`src/rtl/bcd_serial_addsub.sv`:
```
// ---------------------------------------------------------------------------
// bcd_serial_addsub
//
// Digit-serial unsigned BCD adder/subtractor. One BCD digit is processed per
// clock, least-significant digit first, through a single decimal-correction
// stage (binary add, then +6 when the digit sum exceeds 9).
//
// Optional feature macro: BCD_SUB_EN
//   defined   -> subtract mode via nines-complement of b, borrow-in = cin
//   undefined -> sub is ignored, every operation is an add, neg is tied to 0
//
// Ports:
//   clk    in   rising-edge clock
//   rst_n  in   asynchronous active-low reset
//   start  in   request; sampled only in IDLE
//   sub    in   0 = add, 1 = subtract (BCD_SUB_EN builds only)
//   a      in   [4*DIGITS-1:0] augend/minuend, packed BCD, digit 0 = [3:0]
//   b      in   [4*DIGITS-1:0] addend/subtrahend, packed BCD
//   cin    in   carry-in (add) / borrow-in (subtract)
//   busy   out  high whenever the FSM is not in IDLE
//   done   out  one-cycle pulse, result valid
//   sum    out  [4*DIGITS-1:0] packed BCD result
//   cout   out  decimal carry-out (add) / no-borrow flag (subtract)
//   neg    out  subtract result negative; sum holds the 10's complement
//   err    out  an operand digit was >9 when the operands were latched
//
// Handshake: start is a request accepted on any rising edge where the FSM is
// in IDLE (busy low); the accepting edge is E0. done is high for exactly one
// cycle DIGITS edges later, and sum/cout/neg/err are valid from that edge
// until the next accepted start. start while busy is dropped, not queued.
//
// The FSM state is held in state_q (type state_t) for hierarchical probing.
// ---------------------------------------------------------------------------
module bcd_serial_addsub #(
  parameter int DIGITS = 4
) (
  input  logic                  clk,
  input  logic                  rst_n,
  input  logic                  start,
  input  logic                  sub,
  input  logic [4*DIGITS-1:0]   a,
  input  logic [4*DIGITS-1:0]   b,
  input  logic                  cin,
  output logic                  busy,
  output logic                  done,
  output logic [4*DIGITS-1:0]   sum,
  output logic                  cout,
  output logic                  neg,
  output logic                  err
);

  localparam int W     = 4 * DIGITS;
  localparam int IDX_W = (DIGITS > 1) ? $clog2(DIGITS) : 1;

  typedef enum logic [1:0] {
    IDLE = 2'd0,
    CALC = 2'd1,
    DONE = 2'd2
  } state_t;

  state_t             state_q, state_d;
  logic [IDX_W-1:0]   idx_q,   idx_d;
  logic               carry_q, carry_d;
  logic [W-1:0]       a_q,     a_d;
  logic [W-1:0]       b_q,     b_d;
  logic [W-1:0]       sum_q,   sum_d;
  logic               cout_q,  cout_d;
  logic               neg_q,   neg_d;
  logic               err_q,   err_d;

`ifdef BCD_SUB_EN
  logic               sub_q,   sub_d;
`else
  logic               unused_sub;
  assign unused_sub = sub;
`endif

  // Datapath for the digit currently selected by idx_q
  logic [3:0] a_dig;
  logic [3:0] b_dig;
  logic [3:0] bd;
  logic [4:0] t;
  logic [3:0] sum_dig;
  logic       carry_nxt;
  logic       invalid_any;
  logic       last_dig;

  always_comb begin
    a_dig = 4'd0;
    b_dig = 4'd0;
    for (int i = 0; i < DIGITS; i++) begin
      if (idx_q == IDX_W'(i)) begin
        a_dig = a_q[i*4 +: 4];
        b_dig = b_q[i*4 +: 4];
      end
    end

`ifdef BCD_SUB_EN
    // Nines-complement of the subtrahend digit; wraps mod 16 for invalid digits
    bd = sub_q ? (4'd9 - b_dig) : b_dig;
`else
    bd = b_dig;
`endif

    t = {1'b0, a_dig} + {1'b0, bd} + {4'd0, carry_q};
    if (t > 5'd9) begin
      sum_dig   = t[3:0] + 4'd6;   // truncation to 4 bits is the decimal wrap
      carry_nxt = 1'b1;
    end else begin
      sum_dig   = t[3:0];
      carry_nxt = 1'b0;
    end

    invalid_any = 1'b0;
    for (int i = 0; i < DIGITS; i++) begin
      if ((a[i*4 +: 4] > 4'd9) || (b[i*4 +: 4] > 4'd9)) begin
        invalid_any = 1'b1;
      end
    end

    last_dig = (idx_q == IDX_W'(DIGITS - 1));
  end

  // Next-state and register updates
  always_comb begin
    state_d = state_q;
    idx_d   = idx_q;
    carry_d = carry_q;
    a_d     = a_q;
    b_d     = b_q;
    sum_d   = sum_q;
    cout_d  = cout_q;
    neg_d   = neg_q;
    err_d   = err_q;
`ifdef BCD_SUB_EN
    sub_d   = sub_q;
`endif

    unique case (state_q)
      IDLE: begin
        if (start) begin
          a_d     = a;
          b_d     = b;
          idx_d   = '0;
`ifdef BCD_SUB_EN
          sub_d   = sub;
          carry_d = sub ? ~cin : cin;
`else
          carry_d = cin;
`endif
          sum_d   = '0;
          cout_d  = 1'b0;
          neg_d   = 1'b0;
          err_d   = invalid_any;
          state_d = CALC;
        end
      end

      CALC: begin
        for (int i = 0; i < DIGITS; i++) begin
          if (idx_q == IDX_W'(i)) begin
            sum_d[i*4 +: 4] = sum_dig;
          end
        end
        carry_d = carry_nxt;
        if (last_dig) begin
          idx_d   = '0;
          cout_d  = carry_nxt;
`ifdef BCD_SUB_EN
          neg_d   = sub_q & ~carry_nxt;
`else
          neg_d   = 1'b0;
`endif
          state_d = DONE;
        end else begin
          idx_d   = idx_q + IDX_W'(1);
        end
      end

      DONE: begin
        state_d = IDLE;
      end

      default: begin
        state_d = IDLE;
      end
    endcase
  end

  always_ff @(posedge clk or negedge rst_n) begin
    if (!rst_n) begin
      state_q <= IDLE;
      idx_q   <= '0;
      carry_q <= 1'b0;
      a_q     <= '0;
      b_q     <= '0;
      sum_q   <= '0;
      cout_q  <= 1'b0;
      neg_q   <= 1'b0;
      err_q   <= 1'b0;
`ifdef BCD_SUB_EN
      sub_q   <= 1'b0;
`endif
    end else begin
      state_q <= state_d;
      idx_q   <= idx_d;
      carry_q <= carry_d;
      a_q     <= a_d;
      b_q     <= b_d;
      sum_q   <= sum_d;
      cout_q  <= cout_d;
      neg_q   <= neg_d;
      err_q   <= err_d;
`ifdef BCD_SUB_EN
      sub_q   <= sub_d;
`endif
    end
  end

  assign busy = (state_q != IDLE);
  assign done = (state_q == DONE);
  assign sum  = sum_q;
  assign cout = cout_q;
  assign neg  = neg_q;
  assign err  = err_q;

endmodule

```
`config.mk`:
```
export PLATFORM = sky130hd
export DESIGN_NAME = bcd_serial_addsub
export DESIGN_NICKNAME = d
export VERILOG_FILES = /design/src/rtl/bcd_serial_addsub.sv
export SDC_FILE = /design/constraint.sdc
export NUM_CORES = 1
export LEC_CHECK = 0
export ABC_AREA = 1
export BUFFER_PORTS_ARGS = -buffer_cell sky130_fd_sc_hd__buf_2
export CAP_MARGIN = 20
export CORE_ASPECT_RATIO = 2
export CORE_MARGIN = 4
export CORE_UTILIZATION = 49
export CTS_CLUSTER_DIAMETER = 150
export DETAILED_ROUTE_END_ITERATION = 7
export GPL_TIMING_DRIVEN = 0
export PLACE_DENSITY = 0.83
export SLEW_MARGIN = 5
export SYNTH_ARGS = -nofsm -noshare
export SYNTH_HDL_FRONTEND = slang
export SYNTH_SLANG_ARGS = --single-unit
```
`constraint.sdc`:
```
create_clock -name clk -period 3 [get_ports clk]
set_input_delay 0.75 -clock clk [delete_from_list [all_inputs] [get_ports clk]]
set_output_delay 0.75 -clock clk [all_outputs]
set_load 0.01 [all_outputs]
```
### Word-level counts from Yosys, hierarchy flattened

Index checks and enable logic that the tools add are counted.

| operators by class | value |
|---|---|
| add/sub/neg operators | 4 |
| $lt $le $gt $ge | 9 |
| equal/unequal tests | 10 |
| muxes and demuxes | 33 |
| reductions and logical operators | 15 |

Operators with widths:

| kind | count |
|---|---|
| $mux W4 | 13 |
| $gt A4 B4 Y1 const B | 8 |
| $pmux W16 S2 | 1 |
| $mux W16 | 1 |
| $reduce_and A3 Y1 | 4 |
| $ne A2 B2 Y1 const B | 5 |
| $mux W1 | 9 |
| $mux W2 | 4 |
| $pmux W2 S2 | 2 |
| $eq A2 B2 Y1 const B | 3 |
| $pmux W1 S2 | 3 |
| $reduce_and A2 Y1 | 3 |
| $add A4 B4 Y5 | 1 |
| $add A5 B1 Y5 | 1 |
| $gt A5 B4 Y1 const B | 1 |
| $add A4 B3 Y4 const B | 1 |
| $eq A2 B1 Y1 const B | 2 |
| $logic_not A2 Y1 | 2 |
| $logic_or A1 B1 Y1 | 4 |
| $reduce_bool A2 Y1 | 2 |
| $add A2 B1 Y2 const B | 1 |

| word-level totals | value |
|---|---|
| flip-flop bits (word level) | 56 |
| input bits | 37 |

### Logic depth before layout (Yosys ltp)

| logic depth | value |
|---|---|
| depth after elaboration | 11 |
| mapped depth | 20 |
| mapped depth without buffers | 19 |

### Least setup slack after synthesis

OpenSTA, ideal clock, no wires.

| path | value |
|---|---|
| kind | register -> register |
| from | reg idx_q[0] |
| to | reg sum_q[11] (netlist: sum[11]) |
| library setup time | 0.118 ns |
| arrival | 3.063 ns |
| data required time | 2.882 ns |
| slack | -0.180 ns |
| cell stages (with the launch flop) | 19 |
| buffers on the path | 1 |
| period minus slack after synthesis | 3.180 ns |
| path through | dfrtp_1 > ha_1 > inv_1 > buf_2 > nor2_1 > o31ai_1 > o21ai_0 > fa_1 > fa_1 > nand2_1 > nand2_1 > ha_1 > nand2_1 > a21boi_1 > nand2_2 > nand2_2 > nand3_2 > nand3_1 > nand2_1 |

| between the ends | value |
|---|---|
| longest elaborated chain between the ends | 11 |
| elaborated cells on any way between the ends | 21 |
| classes of those cells | add/sub (3); order compare (1); eq/ne (4); mux (11); reduce/logical (2) |

Ends and longest elaborated chain:

| element | RTL line | RTL |
|---|---|---|
| start, declared | 62 | `logic [IDX_W-1:0] idx_q, idx_d;` |
| start signal, assigned | 206 | `idx_q <= idx_d;` |
| $logic_not A2 Y1 | 92 | `if (idx_q == IDX_W'(i)) begin` |
| $mux W4 (4 in series) | 92 |  |
| $add A4 B4 Y5 | 105 | `t = {1'b0, a_dig} + {1'b0, bd} + {4'd0, carry_q};` |
| $add A5 B1 Y5 | 105 |  |
| $add A4 B3 Y4 or $gt A5 B4 Y1 (tied branches) | 107, 106 |  |
| $mux W4 | 106 | `if (t > 5'd9) begin` |
| $mux W4 | 161 | `if (idx_q == IDX_W'(i)) begin` |
| $pmux W16 S2 | 139 | `unique case (state_q)` |
| end signal, assigned | 210 | `sum_q <= sum_d;` |
| end, declared | 66 | `logic [W-1:0] sum_q, sum_d;` |

Several ways; a longest one is shown, not always the timed one. The select of a mux whose other input is x is not followed.
A chain may end at the register's enable or synchronous reset.

### Worst setup path in the final report

| path | value |
|---|---|
| from | reg idx_q[0] |
| to | reg sum_q[13] (netlist: sum[13]) |

Same word-level chain as after synthesis.

==> flow_metrics.tcl <==
set metrics [dict create \
    status "finished, violations left" \
    violations "setup timing" \
    grt_antenna_before_repair 0 \
    detailroute.via_count 2686 \
    final-max-slew-violation-count 0 \
    synth_async_sr_flop_share 1.00 \
    rsz0062_at_grt "yes" \
    tritoncts "yes" \
    chain_of_cells_forming_the_critical_path "inv_4, ha_4, clkinvlp_4, o21ai_1, a21oi_2, a21oi_2, fa_2, fa_2, buf_6, inv_2, nor2_4, a21boi_4, nand2_4, nand2_8, nand2_4, nand4_1, nand2_1" \
    syn-num-nets 397 \
    cp_data_required_time_ns 3.20 \
    first_global_vias 2654 \
    cts_buffers 5 \
    period_needed_ns 3.23 \
    finalWirelength_mm 7.66 \
    cp-start-kind "flip-flop" \
    max-slew-margin-rel 0.567 \
    starting_density_of_the_core 0.507 \
    core_region_area_mm2 0.00547 \
    max_incr_delay_on_cp_ns 0.49 \
    viasPerCell 5.52 \
    initialDrtViolationCount 200 \
    port_buffers 55 \
    area.growth.synth_to_final_pct 28.9 \
    clock-skew-final_ns 0.00396 \
    syn_area_per_cell_um2 7.93 \
    max_freq_mhz 310 \
    synth_area_leader "dfrtp_1" \
    min_path_type "input pin to async pin" \
    mappedNetlistArea_mm2 0.00277 \
    reg2reg_from "idx_q[0]" \
    critical_path_arrival_ns 3.43 \
    grt.total_usage 0.231 \
    yosysUniqueCellTypes 26 \
    synth_top_cells_by_area "dfrtp_1, nand2_1, o21ai_0" \
    critical_path.slowest_cell "dfrtp_2" \
    drv.max_cap_violation_count 0 \
    critical_path_class "flip-flop to flip-flop" \
    worstPathBufferInverterCount 4 \
    yosysWarnings 0 \
    num_rows 38 \
    root_buffer "clkbuf_8" \
    avgRoutedWirePerCell_um 15.7 \
    dpl.hpwl_mm 5.23 \
    max_slew.worst_pin.slew_ns 0.649 \
    h-tree-depth 2 \
    clk_transition_reported_paths_ns 0.09 \
    worst_skew_pair.late_latency_ns 0.31 \
    remaining_antenna_violation_count_after_routing 0 \
    synth_seq_area_share 0.496 \
    gpl.final_weighted_congestion 0.919 \
    crit_end_element "flip-flop" \
    synth_top_flop_cell "dfrtp_1" \
    die_area_mm2 0.00700 \
    mostFrequentLayoutCell "nand2_1" \
    deepest_clock_path_buffer_count 2 \
    critPathLaunch "idx_q[0]" \
    path_max_fanout 7 \
    final.hold.worst_slack_ns 0.453 \
    die_y_um 114 \
    hold_viol_final 0 \
    cts_hold_buffers 0 \
    grt-ovfl-total 0 \
    number_of_remaining_drc_errors 0 \
    num_io_pins 58 \
    synth-edff-count 0 \
    die_x_um 61.2 \
    synthCells 350 \
    number_of_antenna_repair_diodes 0 \
    final_cell_mix "nand2_1, buf_2, dfrtp_1, inv_1, o21ai_0" \
    report.final.setup_viol 14 \
    cts_sinks 55 \
    finalCritPeriodShare 1.08 \
    cpLargestDelayFamily "adder cells" \
    synthDominantCellAreaShare 0.496 \
    final_layout_size_suffix_gt1_frac 0.307 \
    synth_seq_cells 55 \
    grt_start_max_net_pins 30 \
    number_of_iterations_in_the_first_detailed_routing_pass 5 \
    design.final.nets 474 \
    grt_first_pass_wirelength_mm 12.1 \
    timing.final.ws_setup_ns -0.230 \
]
==> per-stage QoR <==
step                instances  cell area, µm²  TNS (ns)  worst slack (ns)   util
finish                    487            3570     -2.41            -0.230  0.654
global route              487            3570     -4.25            -0.344  0.654
CTS                       485            3460     -1.96            -0.189  0.633
detailed placement        466            3160     -6.16            -0.480  0.578
global placement          465            3140     -4.01            -0.327  0.574
floorplan                 350            2790         0           0.00323      -
==> synthesized netlist by cell type (2+ instances only) <==
master    count
nand2_1     119
dfrtp_1      55
inv_1        38
o21ai_0      34
a21oi_1      23
nand3_1      14
nand4_1       9
nor2_1        9
buf_2         8
ha_1          8
clkbuf_1      5
nand2_2       5
inv_2         3
o211ai_1      3
o21ai_1       3
a21oi_2       2
fa_1          2
nor3_1        2
==> path summary, 6_finish.rpt <==
path	to	slack, ns	cells past startpoint
max in group asynchronous	idx_q[1]	1.96	2
min in group clk	sum[11]	0.48	2
min	a_q[9]	0.45	1
max reg2reg	sum[13]	-0.23	17
min reg2reg	sum[11]	0.48	2
max	sum[13]	-0.23	17
==> final cells by class <==
type                    count  area, µm²
multi-input cells         240       1360
repair buffers             71        415
well taps                  60       75.1
fillers                   449       1890
flip-flops and latches     55       1380
clock buffers               6       82.6
plain buffers              13       95.1
inverters                  41        163
clock inverters             1       5.00
==> cell families after synthesis <==
family,count (synthesis),synth area share
other cells,1,0.00135
buf+inv,55,0.0794
compound gates,68,0.131
simple gates,161,0.242
flops,55,0.496
fa+ha+maj,10,0.0505
==> routing by layer <==
| layer | global-route usage | part of all wire |
|---|---|---|
| met1 | 0.241 | 0.35 |
| met2 | 0.393 | 0.54 |
| met3 | 0.0429 | 0.055 |
| met4 | 0.159 | 0.055 |
| met5 | 0 | 0 |
==> sequential cells by signal (all words and copies together), names as in the netlist <==
name	flops
cout	1
sum	16
err	1
carry_q	1
b_q	16
idx_q	2
a_q	16
state_q	2
==> what timing repair did <==
item,4_1_cts,5_1_grt
setup endpoints to repair,14,14
pin swaps,13,13
buffers inserted,13,2
resized for setup,31,23
Power is left out: the tool's default activity adds up to more than one toggle a clock period on the data nets, which glitch-free logic cannot reach.
